`config.mk`:
```
export PLATFORM = sky130hd
export DESIGN_NAME = bcd_serial_adder
export DESIGN_NICKNAME = d
export VERILOG_FILES = /design/src/rtl/bcd_pkg.sv /design/src/rtl/bcd_digit_add.sv /design/src/rtl/bcd_serial_adder.sv
export SDC_FILE = /design/constraint.sdc
export NUM_CORES = 1
export LEC_CHECK = 0
export CORE_MARGIN = 4
export CORE_UTILIZATION = 38
export CTS_BUF_LIST = sky130_fd_sc_hd__clkbuf_16
export CTS_CLUSTER_SIZE = 24
export DETAILED_ROUTE_END_ITERATION = 7
export SLEW_MARGIN = 40
export SYNTH_ARGS = -nofsm -noshare
export SYNTH_HDL_FRONTEND = slang
export SYNTH_SLANG_ARGS = --single-unit
```
`constraint.sdc`:
```
create_clock -name clk -period 4.5 [get_ports clk]
set_clock_uncertainty 0.15 [all_clocks]
set_input_delay 1.35 -clock clk [delete_from_list [all_inputs] [get_ports clk]]
set_output_delay 1.35 -clock clk [all_outputs]
set_load 0.02 [all_outputs]
```
`src/rtl/bcd_pkg.sv`:
```
// Shared types and constants for the serial BCD adder.
package bcd_pkg;

  localparam int unsigned BCD_DIGIT_W = 4;
  localparam logic [BCD_DIGIT_W-1:0] BCD_MAX_DIGIT = 4'd9;
  localparam logic [BCD_DIGIT_W-1:0] BCD_ADJUST    = 4'd6;

  typedef logic [BCD_DIGIT_W-1:0] bcd_digit_t;

  typedef enum logic [1:0] {
    IDLE,
    ADD,
    DONE
  } bcd_state_e;

endpackage

```
`src/rtl/bcd_digit_add.sv`:
```
// One-digit BCD adder: binary add, then +6 correction when the sum exceeds 9.
module bcd_digit_add
  import bcd_pkg::*;
(
  input  logic [BCD_DIGIT_W-1:0] a,
  input  logic [BCD_DIGIT_W-1:0] b,
  input  logic                   ci,
  output logic [BCD_DIGIT_W-1:0] s,
  output logic                   co
);

  logic [BCD_DIGIT_W:0] t;

  always_comb begin
    t = {1'b0, a} + {1'b0, b} + {{BCD_DIGIT_W{1'b0}}, ci};
    if (t > {1'b0, BCD_MAX_DIGIT}) begin
      // Only the low nibble matters: (t + 6) mod 16.
      s  = t[BCD_DIGIT_W-1:0] + BCD_ADJUST;
      co = 1'b1;
    end else begin
      s  = t[BCD_DIGIT_W-1:0];
      co = 1'b0;
    end
  end

endmodule

```
`src/rtl/bcd_serial_adder.sv`:
```
// Digit-serial BCD adder, one digit per cycle, LSD first, valid/ready on both sides.
// Define BCD_SERIAL_CHECK_EN to flag operand digits greater than 9 on err.
module bcd_serial_adder
  import bcd_pkg::*;
#(
  parameter int unsigned DIGITS = 4
) (
  input  logic                          clk,
  input  logic                          rst_n,
  input  logic                          in_valid,
  output logic                          in_ready,
  input  logic [BCD_DIGIT_W*DIGITS-1:0] a,
  input  logic [BCD_DIGIT_W*DIGITS-1:0] b,
  input  logic                          cin,
  output logic                          out_valid,
  input  logic                          out_ready,
  output logic [BCD_DIGIT_W*DIGITS-1:0] sum,
  output logic                          cout,
  output logic                          err
);

  localparam int unsigned IDX_W = (DIGITS > 1) ? $clog2(DIGITS) : 1;
  localparam logic [IDX_W-1:0] LAST_IDX = IDX_W'(DIGITS - 1);

  bcd_state_e state_q, state_d;

  logic [DIGITS-1:0][BCD_DIGIT_W-1:0] a_q, a_d;
  logic [DIGITS-1:0][BCD_DIGIT_W-1:0] b_q, b_d;
  logic [DIGITS-1:0][BCD_DIGIT_W-1:0] sum_q, sum_d;
  logic [IDX_W-1:0]                   idx_q, idx_d;
  logic                               carry_q, carry_d;
  logic                               cout_q, cout_d;

  bcd_digit_t dig_s;
  logic       dig_co;
  logic       last_digit;

  bcd_digit_add u_digit (
    .a  (a_q[idx_q]),
    .b  (b_q[idx_q]),
    .ci (carry_q),
    .s  (dig_s),
    .co (dig_co)
  );

  assign last_digit = (state_q == ADD) && (idx_q == LAST_IDX);

  always_comb begin
    state_d = state_q;
    a_d     = a_q;
    b_d     = b_q;
    sum_d   = sum_q;
    idx_d   = idx_q;
    carry_d = carry_q;
    cout_d  = cout_q;
    unique case (state_q)
      IDLE: begin
        if (in_valid) begin
          a_d     = a;
          b_d     = b;
          carry_d = cin;
          idx_d   = '0;
          state_d = ADD;
        end
      end
      ADD: begin
        sum_d[idx_q] = dig_s;
        carry_d      = dig_co;
        idx_d        = idx_q + IDX_W'(1);
        if (last_digit) begin
          cout_d  = dig_co;
          state_d = DONE;
        end
      end
      DONE: begin
        if (out_ready) begin
          state_d = IDLE;
        end
      end
      default: state_d = IDLE;
    endcase
  end

  always_ff @(posedge clk or negedge rst_n) begin
    if (!rst_n) begin
      state_q <= IDLE;
      a_q     <= '0;
      b_q     <= '0;
      sum_q   <= '0;
      idx_q   <= '0;
      carry_q <= 1'b0;
      cout_q  <= 1'b0;
    end else begin
      state_q <= state_d;
      a_q     <= a_d;
      b_q     <= b_d;
      sum_q   <= sum_d;
      idx_q   <= idx_d;
      carry_q <= carry_d;
      cout_q  <= cout_d;
    end
  end

  assign in_ready  = (state_q == IDLE);
  assign out_valid = (state_q == DONE);
  assign sum       = sum_q;
  assign cout      = cout_q;

`ifdef BCD_SERIAL_CHECK_EN
  logic              err_q, err_d;
  logic [DIGITS-1:0] bad_a, bad_b;

  for (genvar g = 0; g < DIGITS; g++) begin : g_chk
    assign bad_a[g] = (a_q[g] > BCD_MAX_DIGIT);
    assign bad_b[g] = (b_q[g] > BCD_MAX_DIGIT);
  end

  // Latched together with cout so err is stable for the whole DONE phase.
  always_comb begin
    err_d = err_q;
    if (last_digit) begin
      err_d = |{bad_a, bad_b};
    end
  end

  always_ff @(posedge clk or negedge rst_n) begin
    if (!rst_n) begin
      err_q <= 1'b0;
    end else begin
      err_q <= err_d;
    end
  end

  assign err = err_q;
`else
  assign err = 1'b0;
`endif

endmodule

```
### Word level (Yosys, flattened, before mapping)

Cells that the tools add are included.
W data, S select, Z words.

| cells by class | value |
|---|---|
| $add $sub $neg | 4 |
| magnitude comparators | 3 |
| eq/ne operators | 6 |
| multiplexer cells | 17 |
| reduce and logical (&&, ||, !) cells | 8 |

Operators with widths:

| kind | count |
|---|---|
| $bmux W4 S2 | 2 |
| $bwmux W16 | 1 |
| $mux W4 | 4 |
| $demux W4 S2 | 1 |
| $mux W2 | 4 |
| $pmux W2 S3 | 1 |
| $reduce_and A2 Y1 | 3 |
| $add A4 B4 Y5 | 1 |
| $add A5 B1 Y5 | 1 |
| $gt A5 B4 Y1 const B | 1 |
| $add A4 B3 Y4 const B | 1 |
| $eq A2 B2 Y1 const B | 2 |
| $ne A2 B2 Y1 const B | 2 |
| $pmux W2 S2 | 1 |
| $lt A2 B3 Y1 const B | 1 |
| $reduce_and A3 Y1 | 1 |
| $add A2 B1 Y2 const B | 1 |
| $eq A2 B1 Y1 const B | 1 |
| $ge A2 B1 Y1 const B | 1 |
| $logic_and A1 B1 Y1 | 2 |
| $logic_not A2 Y1 | 1 |
| $mux W1 | 2 |
| $ne A2 B1 Y1 const B | 1 |
| $pmux W1 S2 | 1 |
| $reduce_bool A2 Y1 | 1 |

| word-level totals | value |
|---|---|
| register bits | 54 |
| input bits | 37 |
| logic and storage cells | 54 |

### Depth between registers and ports, before layout

Gate-level depths: netlist (run 1).

| logic depth | value |
|---|---|
| word-level depth | 7 |
| gate-level depth with buffers | 12 |
| mapped depth without buffers | 11 |

### Modules after synthesis

Synthesis (run 1) repeated with hierarchy kept, for this count alone.

| unflattened totals | value |
|---|---|
| cell total of the unflattened synthesis | 172 |
| area, all modules | 2557.5 sq um |

Modules (own cells, without submodules):

| module | times used | cells each | area an instance (sq um) | sequential area each (sq um) |
|---|---|---|---|---|
| bcd_serial_adder | 1 | 150 | 2346.0 | 1351.3 |
| bcd_digit_add | 1 | 22 | 211.5 | 0.0 |

### Least setup slack after synthesis (run 1)

OpenSTA, ideal clock, no wires.

| timing | value |
|---|---|
| path kind | reg2reg |
| from | register idx_q[0] |
| to | register sum_q, in the netlist sum[14] |
| library setup time | 96 ps |
| arrival time | 3401 ps |
| required time | 4254 ps |
| slack | 853 ps |
| cell stages (with the launch flop) | 13 |
| path buffers | 1 |
| path through | dfrtp_1 buf_2 mux4_2 fa_1 fa_1 xor2_1 inv_1 ha_1 inv_1 o22ai_1 nor3_2 mux2_4 o31ai_1 |

| on the way | value |
|---|---|
| word-level cells in the longest chain between the ends | 7 |

Ends and longest elaborated chain:

| item | RTL line | source |
|---|---|---|
| start, declared | bcd_serial_adder.sv:30 | `logic [IDX_W-1:0] idx_q, idx_d;` |
| start signal, assigned | bcd_serial_adder.sv:98 | `idx_q <= idx_d;` |
| $bmux W4 S2 (on tied branches) | bcd_serial_adder.sv:39, bcd_serial_adder.sv:40 |  |
| $mux W4 (on tied branches) | bcd_serial_adder.sv:39, bcd_serial_adder.sv:40 |  |
| $add A4 B4 Y5 | bcd_digit_add.sv:15 | `t = {1'b0, a} + {1'b0, b} + {{BCD_DIGIT_W{1'b0}}, ci};` |
| $add A5 B1 Y5 | bcd_digit_add.sv:15 |  |
| $add A4 B3 Y4 or $gt A5 B4 Y1 (tied branches) | bcd_digit_add.sv:18, bcd_digit_add.sv:16 |  |
| $mux W4 | bcd_digit_add.sv:16 | `if (t > {1'b0, BCD_MAX_DIGIT}) begin` |
| $bwmux W16 * | bcd_serial_adder.sv:67 | `sum_d[idx_q] = dig_s;` |
| end signal, assigned | bcd_serial_adder.sv:97 | `sum_q <= sum_d;` |
| end, declared | bcd_serial_adder.sv:29 | `logic [DIGITS-1:0][BCD_DIGIT_W-1:0] sum_q, sum_d;` |

Mark *: on every way between the ends. The rest lies on a longest branch, timed or not. The select of a mux whose other input is x is not followed.
A chain may end at the register's enable or synchronous reset.

### Worst setup path in the final report (run 1)

| timing | value |
|---|---|
| from | register idx_q[0] |
| to | register sum_q, in the netlist sum[6] |

The elaborated chain is that of the path after synthesis.

==> results of run 1 <==
## cell families after synthesis
| family | after synthesis |
|---|---|
| AOI/OAI and AO/OA | 26 |
| xor gates and xnor gates | 2 |
| muxes | 46 |
| buffers and inverters | 15 |
| and+or+nand+nor | 34 |
| adders and majority gates | 10 |
| DFF | 54 |
| other | 1 |
## critical path, cell delays in order (launching register included)
cell	delay [ns]
dfrtp_1	0.51
mux4_2	0.57
fa_1	0.44
fa_1	0.41
xor2_1	0.20
inv_1	0.08
ha_1	0.22
inv_1	0.06
o22ai_1	0.10
nor3_2	0.24
mux2_4	0.34
o31ai_1	0.25
## stage by stage
step / worst slack (ns) / hold slack [ns] / area [sq um]
6_report: 0.8381 / 0.3314 / 3343
5_1_grt: 0.5905 / 0.3543 / 3343
4_1_cts: 0.8203 / 0.3398 / 3341
3_5_place_dp: 0.8150 / 0.3250 / 3152
3_3_place_gp: 0.9313 / 0.3120 / 3152
2_1_floorplan: 0.8528 / 0.3244 / 2524
## sequential cells by signal, indices dropped and copies added, names as in the netlist
register / cells
b_q: 16
idx_q: 2
sum: 16
a_q: 16
cout: 1
state_q: 2
carry_q: 1
## worst max path at each step
stage,depth (start not counted),end,from,slack [ns]
6_report,11,sum[6],idx_q[0],0.84
5_1_grt,11,sum[6],idx_q[0],0.59
4_1_cts,11,sum[6],idx_q[0],0.82
3_5_place_dp,11,sum[6],idx_q[0],0.81
3_3_place_gp,11,sum[10],idx_q[0],0.93
2_1_floorplan,12,sum[14],idx_q[0],0.85
## per-layer routing
metal,share of wire,track usage
met4,0.0061,0.03654
met3,0.066,0.03687
met2,0.45,0.2003
met5,0,0
met1,0.48,0.1681
## cells in the final DEF (no fill, tap or decap), types with 2 or more instances in the layout
master	n
inv_1	8
mux4_2	8
a21oi_1	2
and2_1	2
nand2_1	20
clkdlybuf4s50_1	54
clkbuf_16	5
o22ai_1	2
o21ai_0	7
buf_4	4
mux2_2	36
o21ai_1	4
bufinv_16	2
ha_1	8
nor2_1	2
nor2b_1	2
fa_1	2
nand2b_1	4
o31ai_1	5
dfrtp_1	54
## cell type report
type	count	area, sq um
multi-input combinational	119	1106
clock buffer	5	125.1
timing repair buffer	58	570.5
fill	585	3043
tap	77	96.34
sequential	54	1351
inverter	8	30.03
clock inverter	3	63.81
==> flow_summary.ini, run 1 <==
[yosys]
syn_area_sq_um = 2524
ys_seq_elements = 54
yosysWarningCount = 0
synth_ff_type = dfrtp_1
synth-compound-area-share = 0.06594
ys_seq_area_frac = 0.5354
synthCells = 188
synth_cell_types = 34
async_flop_share = 1.000
yosys.area_share.simple = 0.06644
synth_largest_area_cell = dfrtp_1
syn_nets = 235
synth_enable_flop_cells = 0
synth_top_family_by_area = multiplexers
synth.top_cells.by_count = dfrtp_1, mux2_2, nand2_1
synth_fa_ha_area_frac = 0.05553
synthXorXnorAreaFrac = 0.006941
synthTopCellsByArea = dfrtp_1, mux2_2, mux4_2, ha_1, nand2_1
postSynthAreaPerCell_sq_um = 13.42
yosysMostFrequentCell = dfrtp_1
yosysTopAreaCellShare = 0.5354
synthMuxAreaShare = 0.2419

[drt]
wl_microns = 4586
wl_per_cell_microns = 14.15
drc = 0
ant_nets = 0
dr.pass1.iters = 4
drt-vias-per-instance = 4.988
vias = 1616
first_iter_violations = 43

[placed_design]
portBuffers = 55
place_congestion = 0.7272
placedCellCount = 316
dp_hpwl_microns = 3491

[grt]
antenna_found_initial = 0
grt.total_usage = 0.1261
grt_pass1_vias = 1624
grt_start_max_net_pins = 35
grt_pass1_wl_microns = 7693
gr-total-overflow = 0

[job]
maxCapViolations = 0

[sta]
period_share = 0.8137
fin_crit_ns = 3.662
slew_violations = 0
setup_viol = 0
timing.setup.tns_ns = 0
hold_viol = 0
fmax_mhz = 273.1
rsz0062_at_grt = no

[finish]
drive_above_1_share = 0.2470
syn_to_final_growth_pct = 32.47
nNetsFinal = 293
final_cells = 324
final_core_util = 0.5235
n_antenna_cell = 0

[floorplanning]
io_pins = 57
coreArea_sq_um = 6386
die_h_microns = 89.50
die-area_sq_um = 8009
num_rows = 29
die-width_microns = 89.50
start_util = 0.3952

[critical_path]
r2r_end = sum[6]
crit_arrival_ns = 3.70
crit_path_end_kind = register
crit_fanout = 8
r2r-start = idx_q[0]
critPathKind = register to register
worstSetupStartpointType = register
reg2reg_depth = 11
r2r_slack_ns = 0.84
crit_required_ns = 4.54

[clock_tree]
insertion_delay_ns = 0.29
clock_sinks = 54
hold_buffers = 0
clk_path_buf_depth = 2
cts_tree = yes
clk_pin_slew_worst_paths_ns = 0.07
cts-resized-gates = 0
h-tree-depth = 2
postCtsSetupBuffers = 0
numCtsBuffers = 5
clockRootBuffer = clkbuf_16

[worst_hold_path]
min_path_cells = 2
hp-start = sum[3]
hold_class = register to register
min_to = sum[3]

[outcome]
status = completed
Power of run 1 is left out: the tool's default activity adds up to more than one toggle a clock period on the data nets, which glitch-free logic cannot reach.
==> inputs of run 2 (changes only) <==
- clock period: 4.5 -> 3.7 ns (I/O delays scaled with it)
==> flow_summary.ini, run 2 (synthesis gave the netlist of run 1 again) <==
[drt]
first_iter_violations = 31
vias = 1610
wl_per_cell_microns = 14.54
drc = 0
wl_microns = 4756
ant_nets = 0
dr.pass1.iters = 5
drt-vias-per-instance = 4.924

[clock_tree]
numCtsBuffers = 5
clk_path_buf_depth = 2
cts-resized-gates = 0
hold_buffers = 0
cts_tree = yes
clockRootBuffer = clkbuf_16
h-tree-depth = 2
clk_pin_slew_worst_paths_ns = 0.07
clock_sinks = 54
postCtsSetupBuffers = 0
insertion_delay_ns = 0.29

[grt]
grt_start_max_net_pins = 35
grt_pass1_wl_microns = 8300
gr-total-overflow = 0
antenna_found_initial = 0
grt_pass1_vias = 1725
grt.total_usage = 0.1349

[floorplanning]
num_rows = 29
die-width_microns = 89.50
die_h_microns = 89.50
die-area_sq_um = 8009
start_util = 0.3952
coreArea_sq_um = 6386
io_pins = 57

[job]
maxCapViolations = 0

[worst_hold_path]
min_to = sum[3]
hold_class = register to register
hp-start = sum[3]
min_path_cells = 2

[finish]
drive_above_1_share = 0.2680
n_antenna_cell = 0
layout_common_cells = clkdlybuf4s50_1, dfrtp_1, mux2_2, nand2_1, inv_1
nNetsFinal = 296
final_common_cell = clkdlybuf4s50_1
syn_to_final_growth_pct = 31.93

[critical_path]
reg2reg_depth = 11
crit_fanout = 4
crit_required_ns = 3.74
worstSetupStartpointType = register
r2r-start = idx_q[0]
critPathKind = register to register
r2r_end = sum[6]
crit_path_end_kind = register
r2r_slack_ns = 0.31
crit_arrival_ns = 3.44

[sta]
slew_violations = 0
fmax_mhz = 294.7
timing.setup.tns_ns = 0
period_share = 0.9171
rsz0062_at_grt = no
hold_viol = 0
fin_crit_ns = 3.393
setup_viol = 0

[placed_design]
place_congestion = 0.6993
dp_hpwl_microns = 3643
portBuffers = 55

[outcome]
status = completed
run 2: cell count changes in the layout (fill, tap and decap cells not counted), sizes merged:
cell    delta
buf        +3
bufinv     -2
inv        +2
run 2: critical path, stage by stage (launching register included):
cell     delay [ns]
dfrtp_2        0.41
mux4_2         0.53
fa_1           0.46
fa_2           0.39
xor2_2         0.15
inv_1          0.07
ha_1           0.22
inv_1          0.06
o22ai_1        0.10
nor3_2         0.18
mux2_4         0.34
o31ai_1        0.25
run 2: final cells by class:
cell class,instances,area [sq um]
inverters,8,30.03
clock buffers,5,125.1
multi-input cells,119,1119
flip-flops and latches,54,1353
clock inverters,3,16.27
fillers,580,3057
well taps,77,96.34
repair buffers,61,590.6
run 2: stage by stage:
step	hold slack (ns)	instance area (sq um)	utilization	cells	setup slack, ns
2_1_floorplan	0.3244	2524	-	188	0.05279
3_3_place_gp	0.3122	3174	0.4971	319	0.2208
3_5_place_dp	0.3191	3174	0.4971	319	0.09570
4_1_cts	0.3352	3316	0.5192	327	0.06944
5_1_grt	0.3599	3329	0.5214	327	0.01533
6_report	0.3269	3329	0.5214	327	0.3068
run 2: worst max path at each step:
| stage | start | endpoint | slack (ns) |
|---|---|---|---|
| floorplan | idx_q[0] | sum[14] | 0.05 |
| global placement | idx_q[0] | sum[10] | 0.22 |
| detailed placement | idx_q[0] | sum[6] | 0.1 |
| CTS | idx_q[0] | sum[6] | 0.07 |
| global route | idx_q[0] | sum[6] | 0.02 |
| finish | idx_q[0] | sum[6] | 0.31 |
run 2: per-layer routing:
metal	wire length, microns	GRT usage	vias up	share of wire
li1	-	-	789	-
met1	2246	0.1822	769	0.47
met5	0	0	-	0
met4	39	0.03248	0	0.0082
met3	309	0.03687	6	0.065
met2	2160	0.2170	46	0.45
Power of run 2 is left out for the same reason.
==> inputs of run 3 (changes only) <==
- SKIP_CTS_REPAIR_TIMING: unset -> 1
==> results of run 3 <==
No change in the layout: final DEF, timing and power equal those of run 2.
Power of run 3 is left out for the same reason.
